===== config.mk =====
export PLATFORM = sky130hd
export DESIGN_NAME = io_port_unit_flat
export DESIGN_NICKNAME = d
export VERILOG_FILES = /design/src/rtl/io_port_unit_if.sv /design/src/rtl/io_port_unit.sv /design/src/flat_wrapper.sv
export SDC_FILE = /design/constraint.sdc
export NUM_CORES = 1
export LEC_CHECK = 0
export ABC_AREA = 1
export ABC_CLOCK_PERIOD_IN_PS = 2550
export CAP_MARGIN = 10
export CORE_ASPECT_RATIO = 1.75
export CORE_UTILIZATION = 55
export DETAILED_ROUTE_END_ITERATION = 8
export PLACE_DENSITY = 0.94
export SYNTH_ARGS = -nofsm -noshare
export SYNTH_HDL_FRONTEND = slang
export SYNTH_SLANG_ARGS = --single-unit

===== constraint.sdc =====
create_clock -name CLK -period 2.55 [get_ports CLK]
set_input_delay 0.51 -clock CLK [delete_from_list [all_inputs] [get_ports CLK]]
set_output_delay 0.51 -clock CLK [all_outputs]
set_load 0.02 [all_outputs]

===== src/rtl/io_port_unit_if.sv =====
`default_nettype none
// ============================================================================
//  Module      : io_port_unit_if
//  Description : External stream bundle for io_port_unit. It carries the
//                outgoing word stream toward a sink and the incoming word
//                stream from a source, each with a valid/ready handshake.
//                master = the I/O unit side, slave = the external peer.
//  Revision    : 1.0  initial release
// ============================================================================
interface io_port_unit_if #(
    parameter int DATA_W = 16
);
    // Outgoing stream (I/O unit -> sink)
    logic              out_valid;
    logic              out_ready;
    logic [DATA_W-1:0] out_data;

    // Incoming stream (source -> I/O unit)
    logic              in_valid;
    logic              in_ready;
    logic [DATA_W-1:0] in_data;

    modport master (
        output out_valid,
        input  out_ready,
        output out_data,
        input  in_valid,
        output in_ready,
        input  in_data
    );

    modport slave (
        input  out_valid,
        output out_ready,
        input  out_data,
        output in_valid,
        input  in_ready,
        output in_data
    );
endinterface
`default_nettype wire


===== src/rtl/io_port_unit.sv =====
`default_nettype none
// ============================================================================
//  Module      : io_port_unit
//  Description : Memory-less I/O responder for the CPU `in` / `out` states.
//                Outgoing words pushed by OutputWrite are queued in a small
//                FIFO and offered to an external sink. One incoming word from
//                an external source is held for the CPU until InputRead
//                consumes it.
//                Optional macro IO_ERR_FLAGS_EN adds sticky Overflow /
//                Underflow flags and an ErrClear input.
//  Revision    : 1.0  initial release
// ============================================================================
module io_port_unit #(
    parameter int DATA_W    = 16,
    parameter int OUT_DEPTH = 4
) (
    input  wire logic              CLK,
    input  wire logic              Reset_n,

    // Control-unit side
    input  wire logic              OutputWrite,
    input  wire logic [DATA_W-1:0] OutData,
    input  wire logic              InputRead,
    output      logic [DATA_W-1:0] InData,
    output      logic              OutFull,
    output      logic              InAvail,
`ifdef IO_ERR_FLAGS_EN
    output      logic              Overflow,
    output      logic              Underflow,
    input  wire logic              ErrClear,
`endif

    // External sink / source streams
    io_port_unit_if.master         bus
);

    localparam int PTR_W = (OUT_DEPTH > 1) ? $clog2(OUT_DEPTH) : 1;
    localparam int CNT_W = PTR_W + 1;

    localparam logic [CNT_W-1:0] c_DEPTH = CNT_W'(OUT_DEPTH);
    localparam logic [CNT_W-1:0] c_ONE   = CNT_W'(1);
    localparam logic [PTR_W-1:0] c_PONE  = PTR_W'(1);

    // ------------------------------------------------------------------------
    // Output FIFO state
    // ------------------------------------------------------------------------
    logic [DATA_W-1:0] r_mem [OUT_DEPTH];
    logic [PTR_W-1:0]  r_wrPtr;
    logic [PTR_W-1:0]  r_rdPtr;
    logic [CNT_W-1:0]  r_count;

    logic w_outValid;
    logic w_full;
    logic w_pop;
    logic w_push;

    // ------------------------------------------------------------------------
    // Input holding register state
    // ------------------------------------------------------------------------
    logic [DATA_W-1:0] r_inBuf;
    logic              r_inAvail;
    logic              w_inReady;
    logic              w_accept;

    // A pop frees a slot in the same cycle, so a push is allowed into a full
    // FIFO only when the sink is taking the head word at that edge.
    always_comb begin
        w_outValid = (r_count != '0);
        w_full     = (r_count == c_DEPTH);
        w_pop      = w_outValid & bus.out_ready;
        w_push     = OutputWrite & (~w_full | w_pop);
    end

    // Pointer and occupancy bookkeeping; pointers wrap naturally because the
    // depth is a power of two.
    always_ff @(posedge CLK or negedge Reset_n) begin
        if (!Reset_n) begin
            r_wrPtr <= '0;
            r_rdPtr <= '0;
            r_count <= '0;
        end else begin
            if (w_push) begin
                r_wrPtr <= r_wrPtr + c_PONE;
            end
            if (w_pop) begin
                r_rdPtr <= r_rdPtr + c_PONE;
            end
            case ({w_push, w_pop})
                2'b10:   r_count <= r_count + c_ONE;
                2'b01:   r_count <= r_count - c_ONE;
                default: r_count <= r_count;
            endcase
        end
    end

    // Storage array is not reset: a slot is only ever read after it was written.
    always_ff @(posedge CLK) begin
        if (w_push) begin
            r_mem[r_wrPtr] <= OutData;
        end
    end

    // Sink-facing outputs come straight from registered state.
    always_comb begin
        bus.out_valid = w_outValid;
        bus.out_data  = r_mem[r_rdPtr];
        OutFull       = w_full;
    end

    // The holding register can take a new word whenever it is empty or the
    // CPU is draining it in this very cycle.
    always_comb begin
        w_inReady    = ~r_inAvail | InputRead;
        w_accept     = bus.in_valid & w_inReady;
        bus.in_ready = w_inReady;
        InData       = r_inBuf;
        InAvail      = r_inAvail;
    end

    // Capture wins over consume: a same-cycle read hands the CPU the old word
    // while the new one lands and keeps the register valid.
    always_ff @(posedge CLK or negedge Reset_n) begin
        if (!Reset_n) begin
            r_inBuf   <= '0;
            r_inAvail <= 1'b0;
        end else if (w_accept) begin
            r_inBuf   <= bus.in_data;
            r_inAvail <= 1'b1;
        end else if (InputRead) begin
            r_inAvail <= 1'b0;
        end
    end

`ifdef IO_ERR_FLAGS_EN
    // ------------------------------------------------------------------------
    // Sticky error flags
    // ------------------------------------------------------------------------
    logic r_overflow;
    logic r_underflow;
    logic w_drop;
    logic w_underRead;

    // A dropped push is a strobe that the FIFO could not absorb; an underflow
    // is a consume strobe with nothing held.
    always_comb begin
        w_drop      = OutputWrite & ~w_push;
        w_underRead = InputRead & ~r_inAvail;
        Overflow    = r_overflow;
        Underflow   = r_underflow;
    end

    // Each flag sets on its event and clears on ErrClear; a set event in the
    // same cycle takes priority so no error is lost.
    always_ff @(posedge CLK or negedge Reset_n) begin
        if (!Reset_n) begin
            r_overflow  <= 1'b0;
            r_underflow <= 1'b0;
        end else begin
            if (w_drop) begin
                r_overflow <= 1'b1;
            end else if (ErrClear) begin
                r_overflow <= 1'b0;
            end
            if (w_underRead) begin
                r_underflow <= 1'b1;
            end else if (ErrClear) begin
                r_underflow <= 1'b0;
            end
        end
    end
`else
    // Without error flags, dropped pushes and empty reads are silent.
`endif

endmodule
`default_nettype wire

===== src/flat_wrapper.sv =====
// flat-port wrapper written by rule: the top's interface ports become plain ports
module io_port_unit_flat 
#(
    parameter int DATA_W    = 16,
    parameter int OUT_DEPTH = 4
)
  (CLK, Reset_n, OutputWrite, OutData, InputRead, InData, OutFull, InAvail, bus_out_valid, bus_out_ready, bus_out_data, bus_in_valid, bus_in_ready, bus_in_data);
  io_port_unit_if #(.DATA_W(DATA_W)) bus_i ();
  input  wire logic CLK;
  input  wire logic Reset_n;
  input  wire logic OutputWrite;
  input  wire logic [DATA_W-1:0] OutData;
  input  wire logic InputRead;
  output      logic [DATA_W-1:0] InData;
  output      logic OutFull;
  output      logic InAvail;
  output wire logic [$bits(bus_i.out_valid)-1:0] bus_out_valid;
  input wire logic [$bits(bus_i.out_ready)-1:0] bus_out_ready;
  output wire logic [$bits(bus_i.out_data)-1:0] bus_out_data;
  input wire logic [$bits(bus_i.in_valid)-1:0] bus_in_valid;
  output wire logic [$bits(bus_i.in_ready)-1:0] bus_in_ready;
  input wire logic [$bits(bus_i.in_data)-1:0] bus_in_data;
  assign bus_out_valid = bus_i.out_valid;
  assign bus_i.out_ready = bus_out_ready;
  assign bus_out_data = bus_i.out_data;
  assign bus_i.in_valid = bus_in_valid;
  assign bus_in_ready = bus_i.in_ready;
  assign bus_i.in_data = bus_in_data;
  io_port_unit #(.DATA_W(DATA_W), .OUT_DEPTH(OUT_DEPTH)) u_core (.CLK(CLK), .Reset_n(Reset_n), .OutputWrite(OutputWrite), .OutData(OutData), .InputRead(InputRead), .InData(InData), .OutFull(OutFull), .InAvail(InAvail), .bus(bus_i));
endmodule

==> metrics.md <==
| Metric | Value |
|---|---|
| CTS Hold Buffers Added | `0` |
| Core area | `between 0.006 and 0.007 mm^2` |
| Footprint of the multi-input gates | `between 800 and 900 um^2` |
| Via count | `around 2400` |
| Antenna violations before repair | `0` |
| CTS tree | `done` |
| Clock Pin Slew Worst Setup and Hold Paths | `approximately 0.07 ns` |
| Vias per cell | `5.16` |
| CTS buffer count | `9` |
| Status | `complete, no violations` |
| Maximum clock rate | `around 400 MHz` |
| Synth Cell Area | `roughly 0.0036 mm^2` |
| Power per cell area | `about 1100 mW/mm^2` |
| Fin crit period | `2.48 ns` |
| Async SR Flop Fraction | `0.273` |
| Endpoints failing setup | `0` |
| Hold Path Depth | `2` |
| Antenna-violating nets left | `0` |
| RR Endpoint | `u_core.r_count[2]` |
| Synthesized instance count | `306` |
| Slew headroom | `0.797` |
| # IOs | `74` |
| Clock Tree Buf Depth | `2` |
| CTS sink count | `88` |
| Setup bufs post-CTS | `0` |
| Yosys top cell by area | `edfxtp_1` |
| R2R Setup Slk | `between 0.6 and 0.7 ns` |
| Ys Warns | `0` |
| Max Cap Viol | `0` |
| Vias in the first global route | `around 2400` |
| R2r worst-path depth | `11` |
| Die height | `109 um` |
| Final #Nets | `around 430` |
| Fin util | `0.735` |
| Unrepaired setup endpoints after global routing | `no` |
| Drt pass-1 iters | `5` |
| Most common flop cell mapped by yosys | `edfxtp_1` |
| Crit path kind | `reg -> out` |
| Initial Util | `0.577` |
| Netlist cell types | `23` |
| Fillers | `roughly 430` |
| Post-synth top area share | `0.531` |
| Routed wire per std cell | `about 15 um` |
| Die area | `0.00692 mm^2` |
| Hold WC Path Type | `reg -> reg` |
| Area grow syn2layout | `27.5%` |
| Final Cycle Share | `0.972` |
| Max Slew Vio Count | `0` |
| 1st-iter DRT viols | `around 120` |
| Synthesized area per cell | `11.8 um^2` |
| Worst EP required | `around 2.0 ns` |
| Chip Width | `~63 um` |
| Synthesized flop and latch total | `roughly 90` |
| Number of enable flip-flop cells after synthesis | `64` |
| Layout cells sized above 1 | `0.0720` |
| Worst Tran Pin Value | `about 0.30 ns` |
| Largest net degree at the start of global routing | `36` |
| Crit path max fanout | `35` |
| Worst Hold End | `u_core.InData[1]` |
| Sequential share of the synthesized area | `0.697` |
| RD Place Congestion | `a little over 0.7` |
| GRT overflow | `0` |
| Reg-to-Reg Start | `u_core.r_count[2]` |
| Tot GR Track Use | `0.218` |
| Most frequent cells in the layout | `clkdlybuf4s50_1 (64), edfxtp_1 (64), nor2_1 (52)` |
| Latest clock arrival within the worst-skew pair | `around 0.35 ns` |
| Synth top area cells | `edfxtp_1 (53%), dfrtp_1 (17%), o21ai_1 (6.2%), nor2_1 (5.4%), nand2_1 (5.3%)` |
| Total Neg Setup Slack | `0 ns` |
| Peak VDD IR | `0.726 mV` |
| Post-Syn Nets | `350` |
| FP Rows | `38` |
| Sequential cell area | `roughly 0.0025 mm^2` |
| H-tree levels | `3` |
| Crit end category | `primary output` |
| Leak Pwr | `about 0.0019 uW` |
| Ant diodes | `0` |
| CTS Root Cell | `clkbuf_8` |
| Crit path DAT | `between 1.5 and 2 ns` |
| PortBufs | `73` |
| DRC viols | `0` |
| Placed Area | `0.00438 mm^2` |
| Clock skew | `0.00918 ns` |
| Final Hold Fails | `0` |
| Hpwl dp | `around 4600 um` |
| Startpoint types | `flop` |
| Routed wire length | `between 6000 and 7000 um` |
| Final instance area | `~0.0046 mm^2` |
| First-pass GRT wire length | `11200 um` |
| Worst hold start | `u_core.InData[1]` |
power by group:
part           switching, uW  internal (uW)  total (uW)
Clock                    446            575        1020
Combinational           1150            769        1910
Sequential               125           1820        1950
worst max-delay path by stage:
| stage | startpoint | endpoint | slack, ns |
|---|---|---|---|
| 2_1_floorplan | bus_out_ready | u_core.r_mem[0][0] | 0.75 |
| 6_report | u_core.r_rdPtr[0] | bus_out_data[7] | 0.07 |
| 5_1_grt | u_core.r_rdPtr[0] | bus_out_data[5] | 0.0007 |
| 3_5_place_dp | bus_out_ready | u_core.r_count[2] | 0.20 |
| 4_1_cts | u_core.r_rdPtr[0] | bus_out_data[12] | 0.03 |
| 3_3_place_gp | bus_out_ready | u_core.r_count[2] | 0.30 |
synth_stat cells, types with 2 or more instances:
library cell and n:
edfxtp_1 64, o21ai_1 45, buf_12 2, o21ai_0 4, ha_1 5, nor2_1 52, buf_4 3, nand2_1 51
dfrtp_1 24, inv_1 15, nand2_4 2, buf_2 3, nand3_1 21, buf_6 6
cells by family (layout without fill, tap and decap cells):
| kind of cell | Yosys count | count (layout) | synth area share |
|---|---|---|---|
| AND/OR/NAND/NOR | 131 | 131 | 0.151 |
| flip-flops | 88 | 88 | 0.697 |
| AO/OA/AOI/OAI | 49 | 49 | 0.0677 |
| buffers and inverters | 31 | 114 | 0.0591 |
| adder cells (fa/ha/maj) | 6 | 6 | 0.0228 |
| XOR/XNOR | 1 | 1 | 0.00242 |
routing by layer:
metal | global-route usage | routed length [um] | vias up
li1 | - | - | 1196
met1 | 0.232 | 2420 | 1135
met2 | 0.388 | 3810 | 79
met3 | 0.0664 | 463 | 12
met4 | 0.104 | 126 | 0
met5 | 0 | 0 | -
registers in the layout, indices dropped and copies added (netlist names):
signal / count
u_core.r_rdPtr: 2
u_core.InData: 16
u_core.InAvail: 1
u_core.r_mem: 64
u_core.r_wrPtr: 2
u_core.r_count: 3
through the flow:
| stage | power (uW) | std cells | setup WS [ns] | hold slack, ns |
|---|---|---|---|---|
| 5_1_grt | 5170 | 469 | 0.000699 | 0.502 |
| 3_3_place_gp | 3820 | 453 | 0.304 | 0.452 |
| 2_1_floorplan | 3240 | 306 | 0.752 | 0.214 |
| 3_5_place_dp | 3920 | 453 | 0.199 | 0.462 |
| 6_report | 4880 | 469 | 0.0718 | 0.481 |
| 4_1_cts | 4930 | 469 | 0.0321 | 0.480 |
cell type report:
cell class,instances,share of cell area
flip-flops and latches,88,0.546
multi-input cells,187,0.192
repair buffers,81,0.177
clock buffers,12,0.0314
well taps,80,0.0217
inverters,17,0.0165
clock inverters,4,0.0149
worst max-delay path, stage by stage, from the launching register on:
cell	delay [ns]
dfrtp_1	0.40
buf_12	0.18
inv_8	0.18
o21ai_1	0.08
o21ai_1	0.14
clkdlybuf4s50_1	0.63
timing repair:
action                     4_1_cts  5_1_grt
pin swaps                        0        0
gates resized for setup          4        8
setup endpoints to repair       16       10
No activity file was read; power rests on OpenSTA's default activity.
